[src/rtl/text_sequencer.sv]
// text_sequencer: reveals one of eight fixed-length on-screen messages
// one character per CHAR_TICKS cycles, holds it for HOLD_TICKS cycles,
// then raises textFin until the controller asserts rstText.
//
// Ports:
//   clk        system clock
//   rst        asynchronous active-high reset
//   rstText    synchronous clear / idle request from the game controller
//   textSel    message select, latched when leaving IDLE
//   pause      freezes tick counting while high
//   skip       one-cycle pulse, fast-forwards REVEAL -> HOLD -> DONE
//   textFin    message fully shown and hold elapsed (level)
//   visCount   characters currently revealed, 0..16
//   curSel     latched message select
//   romAddr    {curSel, visCount[3:0]}, next character to reveal
//   charStrobe one-cycle pulse per character reveal
module text_sequencer #(
    parameter int CHAR_TICKS = 5000000,
    parameter int HOLD_TICKS = 100000000,
    parameter int CNT_W      = 27
) (
    input  logic       clk,
    input  logic       rst,
    input  logic       rstText,
    input  logic [2:0] textSel,
    input  logic       pause,
    input  logic       skip,
    output logic       textFin,
    output logic [4:0] visCount,
    output logic [2:0] curSel,
    output logic [6:0] romAddr,
    output logic       charStrobe
);

    typedef enum logic [1:0] {
        IDLE,
        REVEAL,
        HOLD,
        DONE
    } state_t;

    localparam logic [CNT_W-1:0] CHAR_LAST = CNT_W'(CHAR_TICKS - 1);
    localparam logic [CNT_W-1:0] HOLD_LAST = CNT_W'(HOLD_TICKS - 1);

    function automatic logic [4:0] msg_len(input logic [2:0] sel);
        logic [4:0] len;
        case (sel)
            3'd0:    len = 5'd0;
            3'd1:    len = 5'd16;
            3'd2:    len = 5'd9;
            3'd3:    len = 5'd10;
            3'd4:    len = 5'd8;
            3'd5:    len = 5'd14;
            3'd6:    len = 5'd9;
            default: len = 5'd12;
        endcase
        return len;
    endfunction

    state_t           state;
    state_t           state_n;
    logic [CNT_W-1:0] tick;
    logic [CNT_W-1:0] tick_n;
    logic [4:0]       vis_n;
    logic [2:0]       sel_n;
    logic             fin_n;
    logic             strobe_n;

    logic [4:0] len_cur;
    logic [4:0] len_new;
    logic [4:0] vis_inc;
    logic       char_last;
    logic       hold_last;

    assign len_cur   = msg_len(curSel);
    assign len_new   = msg_len(textSel);
    assign vis_inc   = visCount + 5'd1;
    assign char_last = (tick == CHAR_LAST);
    assign hold_last = (tick == HOLD_LAST);

    // State register plus all registered outputs and the tick counter.
    always_ff @(posedge clk or posedge rst) begin
        if (rst) begin
            state      <= IDLE;
            tick       <= '0;
            visCount   <= '0;
            curSel     <= '0;
            textFin    <= 1'b0;
            charStrobe <= 1'b0;
        end else begin
            state      <= state_n;
            tick       <= tick_n;
            visCount   <= vis_n;
            curSel     <= sel_n;
            textFin    <= fin_n;
            charStrobe <= strobe_n;
        end
    end

    // Next-state logic. Priority: rstText, then skip, then pause.
    always_comb begin
        state_n = state;
        if (rstText) begin
            state_n = IDLE;
        end else begin
            case (state)
                IDLE: begin
                    state_n = (len_new == 5'd0) ? HOLD : REVEAL;
                end
                REVEAL: begin
                    if (skip)
                        state_n = HOLD;
                    else if (!pause && char_last && vis_inc == len_cur)
                        state_n = HOLD;
                end
                HOLD: begin
                    if (skip)
                        state_n = DONE;
                    else if (!pause && hold_last)
                        state_n = DONE;
                end
                default: state_n = DONE;
            endcase
        end
    end

    // Next values of the registered outputs and tick counter.
    always_comb begin
        tick_n   = tick;
        vis_n    = visCount;
        sel_n    = curSel;
        fin_n    = textFin;
        strobe_n = 1'b0;
        if (rstText) begin
            tick_n = '0;
            vis_n  = '0;
            fin_n  = 1'b0;
        end else begin
            case (state)
                IDLE: begin
                    sel_n  = textSel;
                    tick_n = '0;
                    vis_n  = '0;
                    fin_n  = 1'b0;
                end
                REVEAL: begin
                    if (skip) begin
                        // Skip beats a coincident reveal and emits no strobe.
                        vis_n  = len_cur;
                        tick_n = '0;
                    end else if (!pause) begin
                        if (char_last) begin
                            tick_n   = '0;
                            vis_n    = vis_inc;
                            strobe_n = 1'b1;
                        end else begin
                            tick_n = tick + 1'b1;
                        end
                    end
                end
                HOLD: begin
                    if (skip) begin
                        fin_n = 1'b1;
                    end else if (!pause) begin
                        if (hold_last) begin
                            fin_n  = 1'b1;
                            tick_n = '0;
                        end else begin
                            tick_n = tick + 1'b1;
                        end
                    end
                end
                default: begin
                    fin_n = 1'b1;
                    vis_n = len_cur;
                end
            endcase
        end
    end

    // Only the low nibble addresses the ROM; a full 16-char message
    // wraps to 0 there, but no further reveal ever uses it.
    always_comb begin
        romAddr = {curSel, visCount[3:0]};
    end

endmodule

[config.mk]
export PLATFORM = sky130hd
export DESIGN_NAME = text_sequencer
export DESIGN_NICKNAME = d
export VERILOG_FILES = /design/src/rtl/text_sequencer.sv
export SDC_FILE = /design/constraint.sdc
export NUM_CORES = 1
export LEC_CHECK = 0
export CORE_AREA = 5 5 76 106
export CTS_CLUSTER_SIZE = 16
export DETAILED_ROUTE_END_ITERATION = 16
export DIE_AREA = 0 0 81 111
export SETUP_SLACK_MARGIN = 0.15
export SLEW_MARGIN = 20
export SYNTH_ARGS = -nofsm -noshare
export SYNTH_HDL_FRONTEND = slang
export SYNTH_SLANG_ARGS = --single-unit
[constraint.sdc]
create_clock -name clk -period 2.49 [get_ports clk]
set_clock_uncertainty 0.05 [all_clocks]
set_input_delay 0.498 -clock clk [delete_from_list [all_inputs] [get_ports clk]]
set_output_delay 0.498 -clock clk [all_outputs]
set_load 0.05 [all_outputs]
==> reports/metrics.csv <==
metric,value,unit
total global routing track utilization,13.57,%
half-perimeter wire length after detailed placement,4096,um
wire length of the first global-routing pass,9708,um
share of cells above drive strength 1,28.98,%
H-tree depth reported by CTS,2,
"CP delay by family, top",simple AND/OR/NAND/NOR gates,
Die ar.,8991,sq um
routed via count divided by cell count,5.269,
"Warnings, synthesis",0,
antenna violations before repair,0,
synthesized cell area,2382,sq um
leakage power,1.330,nW
main flop type after synthesis,sky130_fd_sc_hd__dfrtp_1,
cell row count,36,
antenna fix cells,0,
power after layout,3.247,mW
relative max-transition margin,65.85,%
master cell of the clock root buffer,sky130_fd_sc_hd__clkbuf_8,
area of all placed cells without fillers,3354,sq um
Critical path buffers and inverters,0,
Worst setup SP type,flip-flop,
number of global-route vias before repair,2052,
library cell with the highest instance count after synthesis,sky130_fd_sc_hd__dfrtp_1,
number of buffers created by CTS,5,
WP data required,2620,ps
clock tree from TritonCTS,built,
most frequent cells after synthesis,"sky130_fd_sc_hd__dfrtp_1 (39), sky130_fd_sc_hd__nor2_1 (30), sky130_fd_sc_hd__xor2_1 (21), sky130_fd_sc_hd__nand2_1 (19), sky130_fd_sc_hd__nand3_1 (13)",
worst min-delay path class,reg -> reg,
depth of the worst register-to-register path,6,
critical path arrival,2570,ps
cells traversed along the worst timing path,or4b_1 > or3_4 > o41a_1 > a31oi_1 > and3_1 > mux2_4,
die boundary width,81,um
Detailed Routing Iterations Pass 1,4,
cells after synthesis,261,
Bufs on Longest Clock Path,2,
hold depth,2,
sort of element at the end of the critical path,flip-flop,
overflow left after global routing,0,
library cell occupying the most area in the post-synthesis netlist,sky130_fd_sc_hd__dfrtp_1,
Mapped Nets,274,
highest cell delay on the worst timing path,530,ps
"Clk pin slew, worst setup/hold paths",80,ps
number of flip-flops and latches in the synthesized netlist,39,
gp weighted congestion,0.8126,
"logic depth of the worst path, buffers included",6,
maximum achievable frequency,409.6,MHz
Fillers,681,
number of nets at the end of the flow,326,
Placeable Area,6937,sq um
part of the cycle the worst path needs,98.04,%
mean routed wirelength per cell,14.93,um
worst slew pin tran,511.3,ps
worst-path fanout max,2,
post-route worst hold slack,500.6,ps
Area contributors post-synth,"sky130_fd_sc_hd__dfrtp_1 (41%), sky130_fd_sc_hd__xor2_1 (7.7%), sky130_fd_sc_hd__nor2_1 (4.7%)",
starting density of the core,34.34,%
number of flops mapped to enable cells by yosys,0,
top cell type's share of synthesized area,40.97,%
number of sinks on the clock net,39,
post-detailed-placement cell area,2841,sq um
layout overhead on the synthesized area,40.81,%
Worst VDD drop,479.4,uV
number of top-level design ports,25,
pin count of the biggest net entering global routing,30,
result of the run,"complete, no violations",
Finished Core Util,48.36,%
final sum of negative setup slack,0,ps
DRC Markers,0,
IO buf count,24,
vias after detailed routing,2155,
max cap viols,0,
post-detailed-route count of antenna-violating nets,0,
total setup violations reported at the end of the flow,0,
Final Hold Fails,0,
clock latency on the worst-skew pair,290,ps
critical path type,reg -> reg,
post-cts hold buffer count,0,
CP max-delay cell,sky130_fd_sc_hd__or4b_1,
Post-synth ARST share,100.0,%
"Seq/Total Area, Yosys",40.97,%
number of library cell types mapped by synthesis,51,
Detailed Route WL,6106,um
"Avg Cell Area, Syn",9.128,sq um
Iter 0 DRT Violations,76,
height of the die,111,um
Power per Cell Area,968.0,nW/um^2
post-layout minimum cycle time,2441,ps
number of max-slew violations in the final report,0,
setup repair after global routing missed its margin,yes,
timing repair:
| item | 4_1_cts | 5_1_grt |
|---|---|---|
| gates resized for setup | 9 | 61 |
| gates cloned | 0 | 3 |
| endpoints found under the setup margin | 11 | 36 |
| buffers inserted | 5 | 6 |
| pin swaps | 3 | 22 |
logic make-up (layout without fill, tap and decap cells):
logic type / Yosys count / after routing / share of synthesized area (%)
compound gates: 41 / 41 / 12.29
simple gates: 117 / 117 / 26.42
fa+ha+maj: 5 / 5 / 2.626
buf+inv: 28 / 81 / 5.725
xor+xnor: 25 / 25 / 9.191
flops: 39 / 39 / 40.97
mux: 6 / 6 / 2.783
cell usage in the layout, fill, tap and decap left out, types with 4 or more instances in the layout:
cell | synthesis | final
sky130_fd_sc_hd__buf_4 | 8 | 25
sky130_fd_sc_hd__nor3_1 | 5 | 5
sky130_fd_sc_hd__inv_1 | 12 | 11
sky130_fd_sc_hd__a31oi_1 | 6 | 5
sky130_fd_sc_hd__nand2_1 | 19 | 19
sky130_fd_sc_hd__clkbuf_8 | 0 | 5
sky130_fd_sc_hd__nor2_1 | 30 | 10
sky130_fd_sc_hd__nand4_1 | 11 | 11
sky130_fd_sc_hd__nor2b_1 | 6 | 6
sky130_fd_sc_hd__nand3_1 | 13 | 12
sky130_fd_sc_hd__nor2_4 | 0 | 19
sky130_fd_sc_hd__dfrtp_1 | 39 | 37
sky130_fd_sc_hd__xor2_2 | 0 | 4
sky130_fd_sc_hd__buf_6 | 0 | 9
sky130_fd_sc_hd__xor2_1 | 21 | 17
sky130_fd_sc_hd__mux2_2 | 4 | 4
sky130_fd_sc_hd__and3_1 | 9 | 9
sky130_fd_sc_hd__clkdlybuf4s50_1 | 0 | 21
sky130_fd_sc_hd__o21ai_0 | 10 | 8
worst min-delay path, cell delays in order, from the launching register on:
cell and delay [ps]:
sky130_fd_sc_hd__dfrtp_1 400, sky130_fd_sc_hd__nand2_1 60, sky130_fd_sc_hd__o21ai_0 60
metal layers:
metal / part of all wire [%] / wire [um] / global-route usage (%)
met4: 1.9 / 119 / 5.862
met3: 4.6 / 280 / 2.439
met2: 54 / 3323 / 23.42
met5: 0 / 0 / 0
met1: 39 / 2383 / 15.99
stage by stage:
stage	instances	setup slack, ps
6_report	409	48.76
2_1_floorplan	261	119.2
3_3_place_gp	387	57.41
4_1_cts	400	52.94
3_5_place_dp	387	7.924
5_1_grt	409	-37.12
where the power goes:
group / internal [mW] / leakage, nW / total (mW) / switching [mW]
Sequential: 0.714 / 0.529 / 0.859 / 0.145
Combinational: 0.859 / 0.759 / 1.97 / 1.11
Clock: 0.197 / 0.0422 / 0.421 / 0.224
sequential cells by signal (all words and copies together), names as in the netlist:
name,count
textFin,1
state,2
charStrobe,1
visCount,5
tick,27
curSel,3
final cells by class:
cell class	count	area, sq um	area share (%)
clock buffers	7	76.32	2.275
clock inverters	1	5.005	0.1492
inverters	12	45.04	1.343
multi-input cells	194	1524	45.43
flip-flops and latches	39	978.4	29.17
well taps	95	118.9	3.543
repair buffers	61	606.8	18.09
final timing paths:
kind	endpoint	startpoint	slack (ps)
max reg2reg	state[1]$_DFFE_PP0P_	tick[12]$_DFFE_PP0P_	50
min reg2reg	tick[3]$_DFFE_PP0P_	tick[3]$_DFFE_PP0P_	500
min in group asynchronous	textFin$_DFFE_PP0P_	rst	530
max	state[1]$_DFFE_PP0P_	tick[12]$_DFFE_PP0P_	50
max in group asynchronous	tick[11]$_DFFE_PP0P_	rst	1320
min	tick[3]$_DFFE_PP0P_	tick[3]$_DFFE_PP0P_	500
(Power assumes the default switching activity.)
